<file path="src/rtl/bcd_pkg.sv">
// -----------------------------------------------------------------------------
// bcd_pkg
// Shared definitions for the BCD conversion/arithmetic family:
//   - state_t       : FSM state encoding used by bcd_to_bin
//   - DIGIT_MAX     : largest legal BCD digit value
//   - ADJ_THRESH    : digit value at or above which a correction is applied
//   - ADJ_OFFSET    : correction amount subtracted after a right shift
//   - digit_invalid : flags a 4-bit nibble that is not a legal BCD digit
// -----------------------------------------------------------------------------
package bcd_pkg;

  typedef enum logic [1:0] {
    ST_IDLE  = 2'd0,
    ST_SHIFT = 2'd1,
    ST_DONE  = 2'd2
  } state_t;

  localparam logic [3:0] DIGIT_MAX  = 4'd9;
  localparam logic [3:0] ADJ_THRESH = 4'd8;
  localparam logic [3:0] ADJ_OFFSET = 4'd3;

  // A nibble above 9 cannot appear in a well-formed BCD operand.
  function automatic logic digit_invalid(input logic [3:0] digit);
    return (digit > DIGIT_MAX);
  endfunction

endpackage

</file>
<file path="src/rtl/bcd_digit_adj.sv">
// -----------------------------------------------------------------------------
// bcd_digit_adj
// Per-digit correction step of the reverse double-dabble conversion. After a
// right shift, a bit leaving the next-higher digit lands in this digit's MSB
// carrying weight 8, while its true decimal weight is 5; subtracting 3 from
// any digit that reached 8 or more restores the correct decimal value.
// Ports:
//   i_digit : 4-bit digit after the shift
//   o_digit : corrected 4-bit digit
// -----------------------------------------------------------------------------
module bcd_digit_adj
  import bcd_pkg::*;
(
  input  logic [3:0] i_digit,
  output logic [3:0] o_digit
);

  // Conditional subtract-3 correction.
  always_comb begin
    o_digit = i_digit;
    if (i_digit >= ADJ_THRESH) begin
      o_digit = i_digit - ADJ_OFFSET;
    end else begin
      o_digit = i_digit;
    end
  end

endmodule

</file>
<file path="src/rtl/bcd_to_bin.sv">
// -----------------------------------------------------------------------------
// bcd_to_bin
// Sequential packed-BCD to unsigned-binary converter using reverse double
// dabble: 4*DIGITS shift/correct iterations move the decimal value from the
// BCD working register into the binary working register.
// Ports:
//   clk     : rising-edge clock
//   rst     : synchronous active-high reset
//   start   : conversion request, only honoured while ready=1
//   bcd_in  : packed BCD operand, digit 0 in bits [3:0]
//   ready   : idle and able to accept start
//   valid   : one-cycle pulse marking bin_out/err as a fresh result
//   bin_out : binary result, held until the next accepted start completes
//   err     : operand contained a digit above 9 (bin_out forced to 0)
// -----------------------------------------------------------------------------
module bcd_to_bin
  import bcd_pkg::*;
#(
  parameter int DIGITS = 4
) (
  input  logic                  clk,
  input  logic                  rst,
  input  logic                  start,
  input  logic [4*DIGITS-1:0]   bcd_in,
  output logic                  ready,
  output logic                  valid,
  output logic [4*DIGITS-1:0]   bin_out,
  output logic                  err
);

  localparam int             W    = 4 * DIGITS;
  localparam int             CW   = $clog2(W + 1);
  localparam logic [CW-1:0]  LAST = CW'(W - 1);

  state_t          r_state;
  state_t          w_state_nxt;
  logic [W-1:0]    r_bcd_work;
  logic [W-1:0]    r_bin_work;
  logic [CW-1:0]   r_cnt;
  logic            r_ready;
  logic            r_valid;
  logic            r_err;
  logic [W-1:0]    r_bin_out;

  logic            w_bad_digit;
  logic [2*W-1:0]  w_shift_cat;
  logic [W-1:0]    w_bcd_sh;
  logic [W-1:0]    w_bin_sh;
  logic [W-1:0]    w_bcd_adj;

  // Flag any nibble of the incoming operand that is not a legal BCD digit.
  always_comb begin
    w_bad_digit = 1'b0;
    for (int d = 0; d < DIGITS; d++) begin
      if (digit_invalid(bcd_in[4*d +: 4])) begin
        w_bad_digit = 1'b1;
      end else begin
        w_bad_digit = w_bad_digit;
      end
    end
  end

  // One-bit right shift of the concatenated {bcd_work, bin_work} pair.
  always_comb begin
    w_shift_cat = {1'b0, r_bcd_work, r_bin_work[W-1:1]};
    w_bcd_sh    = w_shift_cat[2*W-1:W];
    w_bin_sh    = w_shift_cat[W-1:0];
  end

  // Correction of every shifted BCD digit.
  for (genvar g = 0; g < DIGITS; g++) begin : g_adj
    bcd_digit_adj u_adj (
      .i_digit (w_bcd_sh[4*g +: 4]),
      .o_digit (w_bcd_adj[4*g +: 4])
    );
  end

  // Next-state logic of the IDLE/SHIFT/DONE controller.
  always_comb begin
    w_state_nxt = r_state;
    case (r_state)
      ST_IDLE: begin
        if (start) begin
          w_state_nxt = w_bad_digit ? ST_DONE : ST_SHIFT;
        end else begin
          w_state_nxt = ST_IDLE;
        end
      end
      ST_SHIFT: begin
        if (r_cnt == LAST) begin
          w_state_nxt = ST_DONE;
        end else begin
          w_state_nxt = ST_SHIFT;
        end
      end
      // Start during DONE is deliberately not looked at.
      ST_DONE: w_state_nxt = ST_IDLE;
      default: w_state_nxt = ST_IDLE;
    endcase
  end

  // State register.
  always_ff @(posedge clk) begin
    if (rst) begin
      r_state <= ST_IDLE;
    end else begin
      r_state <= w_state_nxt;
    end
  end

  // Working registers, iteration counter and registered outputs.
  always_ff @(posedge clk) begin
    if (rst) begin
      r_bcd_work <= '0;
      r_bin_work <= '0;
      r_cnt      <= '0;
      r_ready    <= 1'b1;
      r_valid    <= 1'b0;
      r_err      <= 1'b0;
      r_bin_out  <= '0;
    end else begin
      // ready/valid are registered copies of the state being entered.
      r_ready <= (w_state_nxt == ST_IDLE);
      r_valid <= (w_state_nxt == ST_DONE);
      case (r_state)
        ST_IDLE: begin
          if (start) begin
            r_bcd_work <= bcd_in;
            r_bin_work <= '0;
            r_cnt      <= '0;
            r_err      <= w_bad_digit;
            if (w_bad_digit) begin
              r_bin_out <= '0;
            end else begin
              r_bin_out <= r_bin_out;
            end
          end else begin
            r_bcd_work <= r_bcd_work;
          end
        end
        ST_SHIFT: begin
          r_bcd_work <= w_bcd_adj;
          r_bin_work <= w_bin_sh;
          r_cnt      <= r_cnt + 1'b1;
          // The last shift leaves the final binary value in w_bin_sh.
          if (r_cnt == LAST) begin
            r_bin_out <= w_bin_sh;
          end else begin
            r_bin_out <= r_bin_out;
          end
        end
        ST_DONE: begin
          r_bin_out <= r_bin_out;
        end
        default: begin
          r_bin_out <= r_bin_out;
        end
      endcase
    end
  end

  assign ready   = r_ready;
  assign valid   = r_valid;
  assign err     = r_err;
  assign bin_out = r_bin_out;

endmodule
</file>
<file path="config.mk">
export PLATFORM = sky130hd
export DESIGN_NAME = bcd_to_bin
export DESIGN_NICKNAME = d
export VERILOG_FILES = /design/src/rtl/bcd_pkg.sv /design/src/rtl/bcd_digit_adj.sv /design/src/rtl/bcd_to_bin.sv
export SDC_FILE = /design/constraint.sdc
export NUM_CORES = 1
export LEC_CHECK = 0
export BUFFER_PORTS_ARGS = -buffer_cell sky130_fd_sc_hd__buf_2
export CORE_MARGIN = 2
export CORE_UTILIZATION = 30
export DETAILED_ROUTE_END_ITERATION = 10
export GPL_TIMING_DRIVEN = 0
export PLACE_DENSITY = 0.45
export SYNTH_ARGS = -nofsm -noshare
export SYNTH_HDL_FRONTEND = slang
export SYNTH_SLANG_ARGS = --single-unit
</file>
<file path="constraint.sdc">
create_clock -name clk -period 2.21 [get_ports clk]
set_input_delay 0.221 -clock clk [delete_from_list [all_inputs] [get_ports clk]]
set_output_delay 0.221 -clock clk [all_outputs]
set_load 0.01 [all_outputs]
</file>
==> results.txt, run 1 <==
Worst path slowest cell = dfxtp_1
CP Capture Type = flop
Post-synthesis register bit count = 57
1st-pass router iterations = 4
Simple-Gate Fraction of Synth Area = 20.3%
Global route overflow = 0
Detail-routed net length per standard cell = 15.5 µm
Pwr/cell area = 756 nW/µm²
Max IR drop VDD = 292 µV
Final hold vios = 0
Total track usage = 15.1%
GPL Wtd Cong = 0.766
Compound-Gate Fraction of Synth Area = 15.1%
Num rows = 33
DRT Wirelength = 6830 µm
Vias = 2189
Sequential share of the synthesized area = 44.3%
Mux contribution to synthesized area = 7.91%
Pin count of the biggest net entering global routing = 12
RSZ-0062 raised after global routing = no
Port Buffers = 36
Core Footprint = 8260 µm²
Total Die Area = 9350 µm²
Routed Antenna Nets = 0
Clock Root Buffer = clkbuf_8
Area leader, netlist = dfxtp_1
CP cell instances = ha_1 > and3_1 > ha_1 > nand3b_1 > buf_4 > buf_4 > mux2i_1 > nor3_1
Top-area cell type share of the netlist area = 44.3%
Cell with the most instances after synthesis = dfxtp_1
Synth Flop Type = dfxtp_1
CTS tree = built
Async S/R FF share, synth = 0%
Crit Path Class = reg -> reg
Netlist cell types = 40
TritonCTS Buffers = 9
P&R area growth vs syn = 20.0%
Starting density of the core = 31.2%
F_max = 529 MHz
Ranking of synthesized cells by area = dfxtp_1 (44%), mux2i_1 (6.6%), a21oi_1 (5.0%), nand2_1 (4.7%), nand3_1 (4.5%)
Die width = 96.7 µm
Post-CTS Hold Buffers = 0
I/O pin cnt = 38
Vias per cell = 4.96
Clock net sink count = 57
Final period utilization = 85.6%
Initial antenna violation count = 0
Final Slew Violations = 0
Synthesized area per cell = 9.08 µm²
Max Fanout on Critical Path = 10
H-Tree Level Count = 3
Post-Synth XOR/XNOR Area = 1.70%
Post-CTS Resized = 0
Clk slew on worst S/H paths = 70 ps
Clk_lat worst skew = 340 ps
Mapped Cells = 284
Die height = 96.7 µm
Clk_skew = 5.87 ps
First-pass GRT wire length = 11000 µm
# setup viols final = 0
Post-synth EDFFs = 0
DRC viols = 0
Hold Worst Slack = 142 ps
Synth cell count leaders = dfxtp_1 (57), nand2_1 (32), a21oi_1 (26)
ANT cells = 0
CTS Buffer Depth = 2
Critical path arrival = 2090 ps
Rel. slew slack = 56.0%
Final TNS setup = 0 ps
Min-delay worst type = in -> reg
Worst Tran Pin Value = 660 ps
Worst EP required = 2410 ps
Ys Warns = 0
CP max stage delay = 340 ps
Largest family of logic cells by synthesized area = simple AND/OR/NAND/NOR gates
Placed wire-length estimate = 4670 µm
MaxCap Viol Count = 0
CP startpoint kind = flop
Number of global-route vias before repair = 2080
Synth Area in Adders = 3.88%
Share of cells above drive strength 1 = 22.0%
Synth Net Count = 311
Leak = 1.30 nW
Area of the mapped netlist = 2580 µm²
DR iter-0 viols = 133
Status = complete, no violations
# nets final = 358
Setup Buffers After CTS = 0
Total power = 2.34 mW
Tmin final = 1890 ps
## cell usage in the layout, fill, tap and decap left out, types with 2 or more instances in the layout
cell | synthesis | final
mux2_2 | 3 | 3
nand3b_1 | 2 | 2
buf_6 | 4 | 4
ha_1 | 8 | 8
dfxtp_1 | 57 | 57
nand3_1 | 23 | 23
nor2b_1 | 2 | 2
nand2b_1 | 2 | 2
nand2_1 | 32 | 32
clkbuf_8 | 0 | 10
and3b_1 | 3 | 3
o21ai_0 | 8 | 8
xor2_1 | 4 | 4
o22ai_1 | 2 | 2
nor3_1 | 17 | 17
buf_2 | 6 | 42
clkinvlp_4 | 0 | 3
nor4bb_1 | 3 | 3
a311oi_1 | 5 | 5
a21oi_1 | 26 | 26
inv_1 | 10 | 10
mux2i_1 | 17 | 17
or3_1 | 5 | 5
buf_4 | 4 | 4
nor2_1 | 6 | 6
a22oi_1 | 3 | 3
a31oi_1 | 3 | 3
a211oi_1 | 6 | 6
clkbuf_1 | 8 | 8
o32ai_1 | 3 | 3
## layer usage
layer  track usage, %  part of all wire [%]
met5                0                     0
met4             7.15                   1.5
met3             2.96                   5.1
met2             21.7                    44
met1             21.5                    50
## state kept, by name (all words and copies together), names as in the netlist
| name | cells |
|---|---|
| r_cnt | 5 |
| valid | 1 |
| r_bin_work | 15 |
| bin_out | 16 |
| r_bcd_work | 16 |
| r_state | 2 |
| err | 1 |
| ready | 1 |
## power by group
part	internal, mW	switching [mW]	leakage, nW	total [mW]
combinational	0.0985	0.153	0.745	0.252
sequential	1.06	0.0282	0.463	1.09
clock	0.552	0.451	0.0949	1.00
## critical path: cells and delay by family (launching register included)
family,cells,cell delay [ps]
AND/OR/NAND/NOR,3,340
buffers and inverters,2,430
multiplexers,1,210
adder cells (fa/ha/maj),2,430
flip-flops,1,340
## layout make-up
| class | count | area, µm² |
|---|---|---|
| fillers | 874 | 5160 |
| multi-input cells | 194 | 1260 |
| flip-flops and latches | 57 | 1140 |
| repair buffers | 36 | 180 |
| plain buffers | 23 | 139 |
| clock buffers | 10 | 138 |
| well taps | 105 | 131 |
| clock inverters | 6 | 66.3 |
| inverters | 10 | 37.5 |
## metrics by stage
stage	utilization [%]	instances	setup slack, ps	cell area [µm²]
6_report	37.5	441	319	3090
5_1_grt	37.5	441	208	3090
4_1_cts	37.5	441	309	3090
3_5_place_dp	35.0	425	325	2890
3_3_place_gp	35.0	425	330	2890
2_1_floorplan	-	284	530	2580
## cells by family after synthesis
family                   count (synthesis)
AO/OA/AOI/OAI                           60
XOR/XNOR                                 5
adder cells (fa/ha/maj)                  8
buffers and inverters                   33
flip-flops                              57
multiplexers                            20
AND/OR/NAND/NOR                        101
## final timing paths
check | startpoint | endpoint | slack [ps] | depth (start not counted)
max | r_cnt[0] | bin_out[10] | 320 | 8
min | bcd_in[15] | r_bcd_work[15] | 140 | 3
max reg2reg | r_cnt[0] | bin_out[10] | 320 | 8
min reg2reg | r_bcd_work[15] | r_bcd_work[15] | 470 | 2
Note: power is estimated with default switching activity, not from simulation.
==> run 2: changes to the inputs <==
- BUFFER_PORTS_ARGS: -buffer_cell sky130_fd_sc_hd__buf_2 -> -buffer_cell sky130_fd_sc_hd__buf_4
==> results.txt, run 2 (synthesis results as in run 1) <==
DRC viols = 0 (unchanged)
Clock power frac = 44.8% (was 42.8%)
Met2 routed wirelength = 3040 µm (was 2990 µm)
CTS tree = built (unchanged)
Clock Root Buffer = clkbuf_8 (unchanged)
I/O pin cnt = 38 (unchanged)
Pin count of the biggest net entering global routing = 11 (was 12)
Total Die Area = 9350 µm² (unchanged)
Final Slew Violations = 0 (unchanged)
# nets final = 358 (unchanged)
Top layer in use = met4 (unchanged)
P&R area growth vs syn = 24.1% (was 20.0%)
Commonest non-fill, non-tap cells in the layout = dfxtp_1 (57), buf_4 (40), nand2_1 (32) (was dfxtp_1 (57), buf_2 (42), nand2_1 (32))
Clk_skew = 11.0 ps (was 5.87 ps)
Die width = 96.7 µm (unchanged)
GPL Wtd Cong = 0.771 (was 0.766)
Number of global-route vias before repair = 2061 (was 2080)
Start of the worst register-to-register path = r_cnt[0] (unchanged)
Worst EP required = 2410 ps (about the same)
Commonest non-fill, non-tap cell in the layout = dfxtp_1 (unchanged)
Hold Worst Slack = 142 ps (about the same)
Detail-routed net length per standard cell = 15.5 µm (about the same)
CTS Buffer Depth = 2 (unchanged)
CP Capture Type = flop (unchanged)
Wire length on met1 = 3450 µm (was 3390 µm)
DR iter-0 viols = 139 (was 133)
TritonCTS Buffers = 9 (unchanged)
Final period utilization = 85.3% (was 85.6%)
1st-pass router iterations = 4 (unchanged)
RSZ-0062 raised after global routing = no (unchanged)
Clk slew on worst S/H paths = 70 ps (about the same)
Worst Tran Pin Value = 618 ps (was 660 ps)
Crit Path Class = reg -> reg (unchanged)
Leak = 1.34 nW (was 1.30 nW)
Status = complete, no violations (unchanged)
Worst R2R Path Depth = 8 (unchanged)
Setup Buffers After CTS = 0 (unchanged)
P_sw = 0.613 mW (was 0.632 mW)
Clock net sink count = 57 (unchanged)
Final hold vios = 0 (unchanged)
Num rows = 33 (unchanged)
Critical path arrival = 2080 ps (was 2090 ps)
Vias = 2190 (was 2189)
MaxCap Viol Count = 0 (unchanged)
Combinational power share = 10.8% (about the same)
ANT cells = 0 (unchanged)
Vias per cell = 4.97 (was 4.96)
Tmin final = 1880 ps (was 1890 ps)
Critical R2R Capture = bin_out[9] (was bin_out[10])
Clk_lat worst skew = 340 ps (about the same)
Starting density of the core = 31.2% (unchanged)
Core Footprint = 8260 µm² (unchanged)
Switch share = 25.1% (was 27.0%)
Global route overflow = 0 (unchanged)
Post-CTS Resized = 0 (unchanged)
Pwr/cell area = 764 nW/µm² (was 756 nW/µm²)
Initial antenna violation count = 0 (unchanged)
Total track usage = 15.3% (was 15.1%)
Routed Antenna Nets = 0 (unchanged)
Port Buffers = 36 (unchanged)
Final instance area = 3200 µm² (was 3090 µm²)
Critical path destination = bin_out[9] (was bin_out[10])
Pint = 1.83 mW (was 1.71 mW)
Post-CTS Hold Buffers = 0 (unchanged)
F_max = 531 MHz (was 529 MHz)
# setup viols final = 0 (unchanged)
DR WL met3 = 278 µm (was 351 µm)
Crit path from = r_cnt[0] (unchanged)
Rel. slew slack = 58.8% (was 56.0%)
Die height = 96.7 µm (unchanged)
Placed wire-length estimate = 4770 µm (was 4670 µm)
First-pass GRT wire length = 11100 µm (was 11000 µm)
Max Fanout on Critical Path = 10 (unchanged)
DRT Wirelength = 6850 µm (was 6830 µm)
Placed cell area = 2980 µm² (was 2890 µm²)
Min-delay worst type = in -> reg (unchanged)
Max IR drop VDD = 262 µV (was 292 µV)
Fin util = 38.8% (was 37.5%)
Total power = 2.44 mW (was 2.34 mW)
CP startpoint kind = flop (unchanged)
Share of cells above drive strength 1 = 21.7% (was 22.0%)
H-Tree Level Count = 3 (unchanged)
Sequential group share of total power = 44.5% (was 46.4%)
Flop2flop setup slack = 330 ps (was 320 ps)
Final TNS setup = 0 ps (unchanged)
==> run 2: cell types whose count changed in the layout (fill, tap and decap cells not counted), sizes merged <==
| cell | previous run | this run |
|---|---|---|
| clkinv | 1 | 3 |
| clkinvlp | 3 | 0 |
| clkbuf | 18 | 19 |
| bufinv | 1 | 2 |
| inv | 11 | 10 |
==> run 2: metrics by stage <==
step | cells | worst slack, ps
floorplan | 284 | 530
global placement | 425 | 326
detailed placement | 425 | 298
CTS | 441 | 288
global route | 441 | 184
finish | 441 | 326
==> run 2: worst min-delay path by stage <==
stage	cells after the start	start	slack, ps	endpoint
3_3_place_gp	2	r_bcd_work[15]	460	r_bcd_work[15]
2_1_floorplan	1	start	340	ready
5_1_grt	3	bcd_in[15]	130	r_bcd_work[15]
3_5_place_dp	2	r_cnt[4]	460	r_cnt[4]
4_1_cts	3	bcd_in[15]	120	r_bcd_work[15]
6_report	3	bcd_in[15]	140	r_bcd_work[15]
==> run 2: power by group through the flow <==
stage          combinational, mW  clock [mW]  sequential [mW]
3_3_place_gp               0.263           0             1.11
5_1_grt                    0.294        1.18             1.09
3_5_place_dp               0.263           0             1.11
2_1_floorplan              0.168           0             1.10
4_1_cts                    0.265        1.13             1.09
6_report                   0.263        1.09             1.09
==> run 2: cell type report <==
cell class                      instances  area [µm²]
Multi-Input combinational cell        194        1260
Timing Repair Buffer                   36         270
Clock buffer                           11         141
Inverter                               10        37.5
Clock inverter                          5        78.8
Sequential cell                        57        1140
Buffer                                 23         139
Fill cell                             865        5060
Tap cell                              105         131
==> run 2: layer usage <==
metal | vias up | GRT usage, %
met1 | 1031 | 21.6
met3 | 6 | 2.82
met2 | 45 | 22.2
li1 | 1108 | -
met5 | - | 0
met4 | 0 | 8.13
==> run 2: critical path: stages, from the launching register on <==
cell      delay (ps)
dfxtp_1          330
ha_1             230
and3_1           200
ha_1             220
nand3b_1          90
buf_4            180
buf_4            240
mux2i_1          210
nor3_1            60
==> run 3: changes to the inputs <==
- REMOVE_ABC_BUFFERS: unset -> 1
==> results.txt, run 3 (synthesis results as in run 1) <==
Status = complete, no violations (unchanged)
RSZ-0062 raised after global routing = no (unchanged)
Leak = 1.29 nW (was 1.34 nW)
Commonest non-fill, non-tap cells in the layout = dfxtp_1 (57), buf_4 (37), nand2_1 (32) (was dfxtp_1 (57), buf_4 (40), nand2_1 (32))
Filler cells = 875 (was 865)
Total track usage = 13.8% (was 15.3%)
CP delay by family, top = simple AND/OR/NAND/NOR gates (was adder cells)
Initial antenna violation count = 0 (unchanged)
Worst Setup Slack post-DPL = -209 ps (was 298 ps)
Die width = 96.7 µm (unchanged)
1st-pass router iterations = 4 (unchanged)
First-pass GRT wire length = 10300 µm (was 11100 µm)
Port Buffers = 37 (was 36)
Clock Root Buffer = clkbuf_8 (unchanged)
Total power = 2.42 mW (was 2.44 mW)
Commonest non-fill, non-tap cell in the layout = dfxtp_1 (unchanged)
CP startpoint kind = flop (unchanged)
Final Slew Violations = 0 (unchanged)
Clock net sink count = 57 (unchanged)
CP Capture Type = flop (unchanged)
Vias per cell = 4.95 (was 4.97)
Placed cells = 404 (was 425)
Pin count of the biggest net entering global routing = 56 (was 11)
DR iter-0 viols = 124 (was 139)
CP max stage delay = 650 ps (was 330 ps)
Clk_lat worst skew = 340 ps (about the same)
Hold path startpoint = bcd_in[15] (unchanged)
Clk slew on worst S/H paths = 70 ps (about the same)
Max Fanout on Critical Path = 29 (was 10)
Pwr/cell area = 773 nW/µm² (was 764 nW/µm²)
P&R area growth vs syn = 21.3% (was 24.1%)
Worst path slowest cell = or3b_4 (was dfxtp_1)
Rel. slew slack = 27.8% (was 58.8%)
MaxCap Viol Count = 0 (unchanged)
Clk_skew = 9.61 ps (was 11.0 ps)
H-Tree Level Count = 3 (unchanged)
Share of cells above drive strength 1 = 20.3% (was 21.7%)
Crit path from = r_state[0] (was r_cnt[0])
Number of global-route vias before repair = 2024 (was 2061)
Final hold vios = 0 (unchanged)
F_max = 507 MHz (was 531 MHz)
CTS Buffer Depth = 2 (unchanged)
TritonCTS Buffers = 9 (unchanged)
Min-delay worst type = in -> reg (unchanged)
Tmin final = 1970 ps (was 1880 ps)
CTS tree = built (unchanged)
Combinational power share = 9.3% (was 10.8%)
Global route overflow = 0 (unchanged)
Core Footprint = 8260 µm² (unchanged)
Critical path arrival = 2180 ps (was 2080 ps)
Sequential group share of total power = 45.2% (was 44.5%)
Post-CTS Hold Buffers = 0 (unchanged)
Die height = 96.7 µm (unchanged)
Max IR drop VDD = 228 µV (was 262 µV)
# nets final = 338 (was 358)
# setup viols final = 0 (unchanged)
Switch share = 24.9% (was 25.1%)
P_sw = 0.602 mW (was 0.613 mW)
GPL Wtd Cong = 0.730 (was 0.771)
Worst Tran Pin Value = 1080 ps (was 618 ps)
Final WS setup = 237 ps (was 326 ps)
Clock power frac = 45.5% (was 44.8%)
ANT cells = 0 (unchanged)
Placed wire-length estimate = 3800 µm (was 4770 µm)
Bufs and invs on worst path = 0 (was 2)
Final cell count without fillers = 421 (was 441)
Worst EP required = 2420 ps (was 2410 ps)
Pint = 1.82 mW (was 1.83 mW)
DRT Wirelength = 6120 µm (was 6850 µm)
Crit Path Class = reg -> reg (unchanged)
Starting density of the core = 31.2% (unchanged)
Detail-routed net length per standard cell = 14.5 µm (was 15.5 µm)
Start of the worst register-to-register path = r_state[0] (was r_cnt[0])
Vias = 2085 (was 2190)
Routed Antenna Nets = 0 (unchanged)
CP cell instances = or3b_4 > a41oi_4 > nor3_1 (was ha_1 > and3_1 > ha_1 > nand3b_1 > buf_4 > buf_4 > mux2i_1 > nor3_1)
Num rows = 33 (unchanged)
Total Die Area = 9350 µm² (unchanged)
DRC viols = 0 (unchanged)
I/O pin cnt = 38 (unchanged)
Final period utilization = 89.3% (was 85.3%)
-- run 3: cell type report --
type / count / area [µm²] / area share, %
clock inverters: 5 / 78.8 / 2.52
flip-flops and latches: 57 / 1140 / 36.5
inverters: 10 / 37.5 / 1.20
well taps: 105 / 131 / 4.20
multi-input cells: 194 / 1270 / 40.7
repair buffers: 39 / 325 / 10.4
clock buffers: 11 / 141 / 4.52
-- run 3: worst paths after layout --
kind	to	slack (ps)	cells after the start
max	bin_out[2]	240	3
min	r_bcd_work[15]	130	3
max reg2reg	bin_out[2]	240	3
min reg2reg	r_bin_work[1]	470	2
-- run 3: power by group through the flow --
stage	sequential (mW)	clock (mW)	combinational (mW)
detailed placement	1.12	0	0.228
CTS	1.09	1.13	0.228
finish	1.09	1.10	0.224
global placement	1.11	0	0.221
global route	1.10	1.18	0.249
floorplan	1.11	0	0.127
-- run 3: through the flow --
| stage | setup TNS [ps] | cell area, µm² | hold WS, ps | utilization (%) |
|---|---|---|---|---|
| 5_1_grt | 0 | 3130 | 131 | 37.9 |
| 3_5_place_dp | -2210 | 2880 | 458 | 34.9 |
| 2_1_floorplan | 0 | 2440 | 290 | - |
| 4_1_cts | 0 | 3120 | 127 | 37.8 |
| 3_3_place_gp | -16300 | 2850 | 454 | 34.5 |
| 6_report | 0 | 3130 | 135 | 37.9 |
-- run 3: worst register-to-register path: cells and delay by family, from the launching register on --
kind / cells / cell delay, ps
flops: 1 / 510
compound gates: 1 / 570
simple gates: 2 / 760
-- run 3: repair_timing --
item,4_1_cts,5_1_grt
endpoints found under the setup margin,20,1
buffers inserted,1,0
gates resized for setup,1,1
-- run 3: layer usage --
layer	routed length (µm)	part of all wire, %	vias up	GRT usage (%)
li1	-	-	1066	-
met1	2880	47	976	17.8
met2	2900	47	34	21.3
met3	206	3.4	9	3.83
met4	131	2.1	0	6.83
met5	0	0	-	0
